## config.mk

```make
export PLATFORM = sky130hd
export DESIGN_NAME = tile_pixel_shifter_flat
export DESIGN_NICKNAME = d
export VERILOG_FILES = /design/src/rtl/tile_pixel_shifter_pkg.sv /design/src/rtl/tile_pixel_shifter_if.sv /design/src/rtl/tile_pixel_shifter_ttl_74166_sync.sv /design/src/rtl/tile_pixel_shifter.sv /design/src/flat_wrapper.sv
export SDC_FILE = /design/constraint.sdc
export NUM_CORES = 1
export LEC_CHECK = 0
export ABC_CLOCK_PERIOD_IN_PS = 2900
export CORE_UTILIZATION = 54
export CTS_BUF_LIST = sky130_fd_sc_hd__clkbuf_4
export DETAILED_ROUTE_END_ITERATION = 12
export PLACE_DENSITY = 0.95
export SYNTH_ARGS = -nofsm -noshare
export SYNTH_HDL_FRONTEND = slang
export SYNTH_HIERARCHICAL = 1
export SYNTH_SLANG_ARGS = --single-unit
```

## constraint.sdc

```tcl
create_clock -name Clk -period 2.9 [get_ports Clk]
set_clock_uncertainty 0.05 [all_clocks]
set_input_delay 0.58 -clock Clk [delete_from_list [all_inputs] [get_ports Clk]]
set_output_delay 0.58 -clock Clk [all_outputs]
set_load 0.02 [all_outputs]
```

## src/rtl/tile_pixel_shifter_pkg.sv

```systemverilog
// tile_pixel_shifter_pkg: shared defaults, per-clock operation code and counter width helper
package tile_pixel_shifter_pkg;
    localparam int PLANE_W_DEF    = 8;
    localparam int NUM_PLANES_DEF = 3;
    localparam int ATTR_W_DEF     = 6;
    typedef enum logic [1:0] {OP_HOLD, OP_CLR, OP_LOAD, OP_SHIFT} op_e;
    function automatic int cnt_w(input int w);
        return $clog2(w + 1);
    endfunction
endpackage

```

## src/rtl/tile_pixel_shifter_if.sv

```systemverilog
// tile_pixel_shifter_if: pixel shifter control, plane data and pixel output bundle
interface tile_pixel_shifter_if
    import tile_pixel_shifter_pkg::*;
#(
    parameter int PLANE_W    = PLANE_W_DEF,
    parameter int NUM_PLANES = NUM_PLANES_DEF,
    parameter int ATTR_W     = ATTR_W_DEF
);
    logic                          Cen;
    logic                          Clr_n;
    logic                          Inh;
    logic                          Load_n;
    logic                          Flip;
    logic [NUM_PLANES*PLANE_W-1:0] Planes;
    logic [ATTR_W-1:0]             Attr_in;
    logic [NUM_PLANES-1:0]         Pix;
    logic [ATTR_W-1:0]             Attr_out;
    logic                          Empty;
    modport master (output Cen, Clr_n, Inh, Load_n, Flip, Planes, Attr_in, input Pix, Attr_out, Empty);
    modport slave  (input Cen, Clr_n, Inh, Load_n, Flip, Planes, Attr_in, output Pix, Attr_out, Empty);
endinterface

```

## src/rtl/tile_pixel_shifter_ttl_74166_sync.sv

```systemverilog
// ttl_74166_sync: one PISO bitplane register driven by a pre-qualified operation code
module ttl_74166_sync
    import tile_pixel_shifter_pkg::*;
#(
    parameter int W = PLANE_W_DEF
) (
    input  logic         Clk,
    input  logic         Reset_n,
    input  op_e          op_i,
    input  logic         flip_i,
    input  logic [W-1:0] d_i,
    output logic         q_o
);
    logic [W-1:0] sr_q = '0;
    logic [W-1:0] sr_d;
    logic [W-1:0] rev;
    always_comb begin
        for (int i = 0; i < W; i++) rev[i] = d_i[W-1-i];
        sr_d = op_i == OP_CLR   ? '0 :
               op_i == OP_LOAD  ? (flip_i ? rev : d_i) :
               op_i == OP_SHIFT ? W'({sr_q, 1'b0}) : sr_q;
    end
    always_ff @(posedge Clk) begin
        if (!Reset_n) sr_q <= '0;
        else          sr_q <= sr_d;
    end
    assign q_o = sr_q[W-1];
endmodule

```

## src/rtl/tile_pixel_shifter.sv

```systemverilog
// tile_pixel_shifter: multi-plane tile pixel serializer with Cen edge detect, pixel counter and attribute latch
module tile_pixel_shifter
    import tile_pixel_shifter_pkg::*;
#(
    parameter int PLANE_W    = PLANE_W_DEF,
    parameter int NUM_PLANES = NUM_PLANES_DEF,
    parameter int ATTR_W     = ATTR_W_DEF
) (
    input logic                 Clk,
    input logic                 Reset_n,
    tile_pixel_shifter_if.slave bus
);
    localparam int CW = cnt_w(PLANE_W);
    // last_cen resets high so a Cen already high at reset release is not an edge
    logic              last_cen_q = 1'b1;
    logic [CW-1:0]     cnt_q = '0;
    logic [CW-1:0]     cnt_d;
    logic [ATTR_W-1:0] attr_q = '0;
    logic [ATTR_W-1:0] attr_d;
    logic              cen_edge;
    op_e               op;
    logic [NUM_PLANES-1:0] pix;
    always_comb begin
        cen_edge = bus.Cen & ~last_cen_q;
        op       = !bus.Clr_n            ? OP_CLR  :
                   !cen_edge || bus.Inh  ? OP_HOLD :
                   !bus.Load_n           ? OP_LOAD : OP_SHIFT;
        cnt_d    = op == OP_CLR                  ? '0 :
                   op == OP_LOAD                 ? CW'(PLANE_W) :
                   op == OP_SHIFT && cnt_q != '0 ? cnt_q - CW'(1) : cnt_q;
        attr_d   = op == OP_CLR  ? '0 :
                   op == OP_LOAD ? bus.Attr_in : attr_q;
    end
    always_ff @(posedge Clk) begin
        if (!Reset_n) begin
            last_cen_q <= 1'b1;
            cnt_q      <= '0;
            attr_q     <= '0;
        end else begin
            last_cen_q <= bus.Cen;
            cnt_q      <= cnt_d;
            attr_q     <= attr_d;
        end
    end
    for (genvar p = 0; p < NUM_PLANES; p++) begin : g_plane
        ttl_74166_sync #(.W(PLANE_W)) u_plane (
            .Clk    (Clk),
            .Reset_n(Reset_n),
            .op_i   (op),
            .flip_i (bus.Flip),
            .d_i    (bus.Planes[p*PLANE_W +: PLANE_W]),
            .q_o    (pix[p])
        );
    end
    assign bus.Pix      = pix;
    assign bus.Attr_out = attr_q;
    assign bus.Empty    = cnt_q == '0;
endmodule
```

## src/flat_wrapper.sv

```systemverilog
// flat-port wrapper written by rule: the top's interface ports become plain ports
module tile_pixel_shifter_flat import tile_pixel_shifter_pkg::*;
#(
    parameter int PLANE_W    = PLANE_W_DEF,
    parameter int NUM_PLANES = NUM_PLANES_DEF,
    parameter int ATTR_W     = ATTR_W_DEF
)
  (Clk, Reset_n, bus_Cen, bus_Clr_n, bus_Inh, bus_Load_n, bus_Flip, bus_Planes, bus_Attr_in, bus_Pix, bus_Attr_out, bus_Empty);
  tile_pixel_shifter_if #(.PLANE_W(PLANE_W), .NUM_PLANES(NUM_PLANES), .ATTR_W(ATTR_W)) bus_i ();
  input logic Clk;
  input logic Reset_n;
  input wire logic [$bits(bus_i.Cen)-1:0] bus_Cen;
  input wire logic [$bits(bus_i.Clr_n)-1:0] bus_Clr_n;
  input wire logic [$bits(bus_i.Inh)-1:0] bus_Inh;
  input wire logic [$bits(bus_i.Load_n)-1:0] bus_Load_n;
  input wire logic [$bits(bus_i.Flip)-1:0] bus_Flip;
  input wire logic [$bits(bus_i.Planes)-1:0] bus_Planes;
  input wire logic [$bits(bus_i.Attr_in)-1:0] bus_Attr_in;
  output wire logic [$bits(bus_i.Pix)-1:0] bus_Pix;
  output wire logic [$bits(bus_i.Attr_out)-1:0] bus_Attr_out;
  output wire logic [$bits(bus_i.Empty)-1:0] bus_Empty;
  assign bus_i.Cen = bus_Cen;
  assign bus_i.Clr_n = bus_Clr_n;
  assign bus_i.Inh = bus_Inh;
  assign bus_i.Load_n = bus_Load_n;
  assign bus_i.Flip = bus_Flip;
  assign bus_i.Planes = bus_Planes;
  assign bus_i.Attr_in = bus_Attr_in;
  assign bus_Pix = bus_i.Pix;
  assign bus_Attr_out = bus_i.Attr_out;
  assign bus_Empty = bus_i.Empty;
  tile_pixel_shifter #(.PLANE_W(PLANE_W), .NUM_PLANES(NUM_PLANES), .ATTR_W(ATTR_W)) u_core (.Clk(Clk), .Reset_n(Reset_n), .bus(bus_i));
endmodule
```

==> metrics.txt, run 1 <==
H-tree Lvls 2; Initial Util 0.581; highest clock rate 417 MHz; ANT cells 0; class of the worst hold path flop to flop; DP Area 2280 um^2; Setup crit end kind output port; CP peak stage delay 0.47 ns; fin crit period 2.40 ns; static leakage 0.810 nW; EDFF count, synth 0; Seq pwr share 0.559; DR pass1 iterations 4; Crit path required time 2.27 ns; worst hold margin 0.455 ns; pwr dens 372 nW/um^2; Crit path arrival time 1.77 ns; total power 0.868 mW; CP Max Fanout 4; Crit Path Category flop to output port; count of final setup violators 0; Finished Layout Cells 282; P_int 0.653 mW; Post-DRT Antenna Nets 0; CTS tree built; Async S/R FF share, synth 0; CTS Hold Bufs 0; fin nets 275; antenna violations before repair 0; Post-DP HPWL 2700 um; share of layout cells above drive strength 1 0.0630; total number of vias 1,579; final WL 3700 um; post-route cell area 2330 um^2; Tot GR Track Use 0.226; CP top delay family simple AND/OR/NAND/NOR gates; flops & latches, synth 35; setup_tns 0 ns; Max clock buf depth 2; setup bufs post-CTS 0; final-report max-slew violation count 0; DRC 0; unrepaired setup endpoints after global routing no; switch share 0.248; ys flop type dfxtp_1; Synth top area share 0.389; post-synthesis sequential area ratio 0.389; Area growth syn-to-layout 29.3%; Iteration-0 DRC Markers 68; CP Buf/Inv Count 3; Die Height 59.8 um; latest clock arrival within the worst-skew pair 0.33 ns; status complete, no violations; fin crit share 0.826; CP Cell Sequence inv_1, ha_1, or3b_2, inv_1, dlymetal6s2s_1; WL/cell 13.1 um; FP Rows 20; largest area contributor in the netlist dfxtp_1; CTS clk-pin slew, worst paths 0.10 ns; Worst-Margin Slew 0.540 ns; width of the die 59.8 um; CP Launch Type flop; vias in the first global route 1,394; slowest cell on the critical path or3b_2; Cells after DPL 274; IO Port Bufs 46; Worst slew margin 0.638; Post-Route Utilization 0.751; first-pass GRT wire length 6060 um; Final Hold Fails 0; Num CTS Buffers 5; Post-Syn Area per Cell 9.54 um^2; pre-CTS setup slack 0.323 ns; vias per cell 5.60; mapped cell area 1800 um^2; setup ws final 0.503 ns; Peak VDD IR 0.000310 V; gr ovfl total 0; commonest non-fill, non-tap cell in the layout clkdlybuf4s50_1; CTS Sinks 35; yosys warns 6; Crit path top cell by count inv_1; Clk pwr share 0.299; die area 3570 um^2; Root Buffer clkbuf_4; Final Wtd Congestion 0.883; largest net degree at the start of global routing 25; IO Pins 47; CORE AREA 3100 um^2; Max-Cap Viols 0; combinational share of power 0.142; Synth area leaders dfxtp_1 (39%), mux2i_1 (17%), a22oi_1 (8.7%); Synth cell types 32; most frequent cells in the layout clkdlybuf4s50_1 (45), dfxtp_1 (35), mux2i_1 (30); Switching Power 0.215 mW; Mapped Cells 189; Synth Net Count 227
state kept, by name, indices dropped and copies added, names as in the netlist:
| signal | flops |
|---|---|
| u_core/g_plane.u_plane/sr_q | 24 |
| u_core/bus.Attr_out | 6 |
| u_core/cnt_q | 4 |
| u_core/last_cen_q | 1 |
final cells by class:
class                      instances  area (um^2)
inverter                           7         26.3
clock buffer                       6         45.0
fill                             243          772
multi-input combinational        139         1010
tap                               44         55.1
sequential                        35          701
clock inverter                     2         7.51
timing repair buffer              49          485
path summary, 6_finish.rpt:
check,start,to,slack (ns),cells after the start
max,u_core/cnt_q[0]$_SDFFE_PP0P_,bus_Empty,0.50,5
min,u_core/bus.Attr_out[2]$_SDFFE_PP0P_,u_core/bus.Attr_out[2]$_SDFFE_PP0P_,0.46,2
max reg2reg,u_core/last_cen_q$_SDFF_PN1_,u_core/g_plane[1].u_plane/sr_q[6]$_SDFFE_PP0P_,1.04,6
min reg2reg,u_core/bus.Attr_out[2]$_SDFFE_PP0P_,u_core/bus.Attr_out[2]$_SDFFE_PP0P_,0.46,2
power groups by stage:
stage / clock network (mW) / logic, mW / registers, mW
2_1_floorplan: 0 / 0.0591 / 0.497
3_3_place_gp: 0 / 0.120 / 0.496
3_5_place_dp: 0 / 0.123 / 0.497
4_1_cts: 0.262 / 0.123 / 0.486
5_1_grt: 0.286 / 0.134 / 0.486
6_report: 0.259 / 0.123 / 0.486
Yosys cell counts (2+ instances only):
cell type,n
nand2_1,4
a2111oi_2,3
clkbuf_2,3
or2_1,21
inv_1,7
buf_6,4
nor2_1,12
and2_0,3
dfxtp_1,35
a22oi_1,21
a21oi_1,22
mux2i_1,30
nand2b_1,4
o21ai_0,2
kinds of logic (layout without fill, tap and decap cells):
group,after synthesis,after routing,share of synthesized area
and+or+nand+nor,54,54,0.183
AOI/OAI and AO/OA,54,54,0.205
buffers and inverters,15,64,0.0507
adders and majority gates,1,1,0.00694
DFF,35,35,0.389
muxes,30,30,0.167
repair_timing:
| action | in CTS | in global routing |
|---|---|---|
| gates resized for setup | 0 | 1 |
| endpoints found under the setup margin | 0 | 1 |
| hold endpoints to repair | 0 | 0 |
worst register-to-register path, cell delays in order (launching register included):
cell and delay (ns):
dfxtp_1 0.36, nor3b_1 0.28, nand2_1 0.12, nand2_1 0.32
and2_0 0.39, a22oi_1 0.11, a21oi_1 0.17
per-layer routing:
metal | vias to the layer above | GRT usage | routed length, um
met5 | - | 0 | 0
li1 | 788 | - | -
met2 | 42 | 0.365 | 1770
met3 | 5 | 0.0736 | 167
met4 | 0 | 0.0598 | 29
met1 | 744 | 0.290 | 1740
Power figures use the tool's default switching activity.
==> run 2, diff against run 1 <==
Settings changed: ABC_CLOCK_PERIOD_IN_PS 2900 to 2300, CORE_UTILIZATION 54 to 50, PLACE_DENSITY 0.95 to 0.91.
Clock period 2.9 ns to 2.3 ns, I/O delays scaled along.
==> run 2 against run 1 <==
  * Power up 38%
  * Via count is essentially flat
  * Global-route usage down 0.77 points
  * First-iteration DRC count is 29% higher
  * Clock power is 60% higher
  * Largest cell class unchanged
  * Register-to-register slack worse by 0.56 ns
==> metrics.txt, run 2 (synthesis results as in run 1) <==
status complete, no violations (unchanged); switch share 0.220 (was 0.248); Die Height 62.1 um (was 59.8 um); Largest Register u_core/g_plane.u_plane/sr_q (unchanged); FP Rows 21 (was 20); P_int 0.934 mW (was 0.653 mW); share of layout cells above drive strength 1 0.120 (was 0.0630); CTS tree built (unchanged); IO Port Bufs 46 (unchanged); pwr dens 484 nW/um^2 (was 372 nW/um^2); ANT cells 0 (unchanged); setup bufs post-CTS 0 (unchanged); fin crit period 2.19 ns; R2R Setup Slk 0.48 ns (was 1.04 ns); Crit Path Category flop to output port (unchanged); CP Launch Type flop (unchanged); static leakage 0.897 nW (was 0.810 nW); Reg-to-Reg End u_core/g_plane[2].u_plane/sr_q[2]$_SDFFE_PP0P_ (was u_core/g_plane[1].u_plane/sr_q[6]$_SDFFE_PP0P_); Final Wtd Congestion 0.832 (was 0.883); CP Max Fanout 4 (unchanged); hold path depth 2 (unchanged); Clk pwr share 0.346 (was 0.299); largest net degree at the start of global routing 25 (unchanged); CTS clk-pin slew, worst paths 0.10 ns (about the same); Switching Power 0.264 mW (was 0.215 mW); latest clock arrival within the worst-skew pair 0.33 ns (about the same); width of the die 62.1 um (was 59.8 um); commonest non-fill, non-tap cell in the layout clkdlybuf4s50_1 (unchanged); total number of vias 1,580 (was 1,579); Crit path required time 1.79 ns (was 2.27 ns); Post-DRT Antenna Nets 0 (unchanged); antenna violations before repair 0 (unchanged); Crit path arrival time 1.68 ns (was 1.77 ns); fin nets 288 (was 275); DRC 0 (unchanged); final WL 3890 um (was 3700 um); fin crit share 0.951; count of final setup violators 0 (unchanged); die area 3850 um^2 (was 3570 um^2); first-pass GRT wire length 6070 um (was 6060 um); WHS Endpoint u_core/bus.Attr_out[3]$_SDFFE_PP0P_ (was u_core/bus.Attr_out[2]$_SDFFE_PP0P_); Worst slew margin 0.708 (was 0.638); Worst-Margin Slew 0.437 ns (was 0.540 ns); worst hold margin 0.461 ns (was 0.455 ns); WL/cell 13.1 um (about the same); final-report max-slew violation count 0 (unchanged); DR pass1 iterations 4 (unchanged); vias per cell 5.32 (was 5.60); Iteration-0 DRC Markers 88 (was 68); CORE AREA 3390 um^2 (was 3100 um^2); Post-DP HPWL 2840 um (was 2700 um); Hold Crit Start u_core/bus.Attr_out[3]$_SDFFE_PP0P_ (was u_core/bus.Attr_out[2]$_SDFFE_PP0P_); Area growth syn-to-layout 37.3% (was 29.3%); reg2reg start u_core/last_cen_q$_SDFF_PN1_ (unchanged); H-tree Lvls 2 (unchanged); vias in the first global route 1,426 (was 1,394); gr ovfl total 0 (unchanged); Max-Cap Viols 0 (unchanged); max FFs per register 24 (unchanged); setup ws final 0.113 ns (was 0.503 ns); Setup crit end kind output port (unchanged); CTS Sinks 35 (unchanged); highest clock rate 457 MHz; IO Pins 47 (unchanged); Final Hold Fails 0 (unchanged); Fillers 252 (was 243); Reg2Reg Depth 5 (was 6); most frequent cells in the layout clkdlybuf4s50_1 (45), dfxtp_1 (35), mux2i_1 (30) (unchanged); Tot GR Track Use 0.219 (was 0.226); combinational share of power 0.143 (was 0.142); Num CTS Buffers 5 (unchanged); pre-CTS setup slack -0.0101 ns (was 0.323 ns); unrepaired setup endpoints after global routing no (unchanged); Max clock buf depth 2 (unchanged); Seq pwr share 0.511 (was 0.559); Initial Util 0.532 (was 0.581); Root Buffer clkbuf_4 (unchanged); class of the worst hold path flop to flop (unchanged); Peak VDD IR 0.000429 V (was 0.000310 V)
-- run 2: changes by cell type in the layout (fill, tap and decap cells not counted), sizes merged --
| cell | previous run | this run |
|---|---|---|
| clkbuf | 6 | 5 |
| dlymetal6s2s | 1 | 0 |
| buf | 3 | 17 |
| bufinv | 0 | 1 |
-- run 2: power by group through the flow --
| stage | sequential (mW) | clock (mW) | combinational, mW |
|---|---|---|---|
| floorplan | 0.627 | 0 | 0.0745 |
| global placement | 0.626 | 0 | 0.167 |
| CTS | 0.612 | 0.426 | 0.172 |
| global route | 0.613 | 0.465 | 0.186 |
| detailed placement | 0.626 | 0 | 0.170 |
| finish | 0.612 | 0.414 | 0.171 |
-- run 2: final cells by class --
| cell class | count | area (um^2) | share of cell area |
|---|---|---|---|
| Multi-Input combinational cell | 139 | 1010 | 0.408 |
| Sequential cell | 35 | 701 | 0.283 |
| Timing Repair Buffer | 62 | 603 | 0.244 |
| Tap cell | 46 | 57.6 | 0.0233 |
| Clock inverter | 3 | 38.8 | 0.0157 |
| Clock buffer | 5 | 37.5 | 0.0152 |
| Inverter | 7 | 26.3 | 0.0106 |
-- run 2: routing by layer --
metal  vias up  track usage  part of all wire
li1        819            -                 -
met1       729        0.272              0.47
met3         6       0.0725             0.029
met5         -            0                 0
met4         0       0.0857             0.019
met2        26        0.350              0.49
-- run 2: metrics by stage --
step           setup TNS, ns   util  instance area (um^2)  power, mW  instances
6_report                   0  0.730                  2470       1.20        297
5_1_grt                    0  0.730                  2470       1.26        297
4_1_cts                    0  0.729                  2470       1.21        297
3_5_place_dp         -0.0105  0.708                  2400      0.796        289
3_3_place_gp               0  0.708                  2400      0.793        289
2_1_floorplan              0      -                  1800      0.701        189
-- run 2: worst max-delay path, stage by stage (launching register included) --
cell and delay, ns:
dfxtp_1 0.35, inv_1 0.07, ha_1 0.19, or3b_2 0.47, inv_1 0.12, buf_4 0.15
-- run 2: timing repair --
| action | CTS | global route |
|---|---|---|
| resized for setup | 4 | 1 |
| hold buffers | 0 | 0 |
| setup endpoints to repair | 1 | 1 |
-- run 2: worst max-delay path by stage --
| stage | startpoint | end | depth (start not counted) |
|---|---|---|---|
| 2_1_floorplan | bus_Inh | u_core/g_plane[0].u_plane/sr_q[1]$_SDFFE_PP0P_ | 7 |
| 3_3_place_gp | u_core/cnt_q[0]$_SDFFE_PP0P_ | bus_Empty | 5 |
| 3_5_place_dp | bus_Inh | u_core/g_plane[2].u_plane/sr_q[7]$_SDFFE_PP0P_ | 6 |
| 4_1_cts | u_core/cnt_q[0]$_SDFFE_PP0P_ | bus_Empty | 5 |
| 5_1_grt | u_core/cnt_q[0]$_SDFFE_PP0P_ | bus_Empty | 5 |
| 6_report | u_core/cnt_q[0]$_SDFFE_PP0P_ | bus_Empty | 5 |
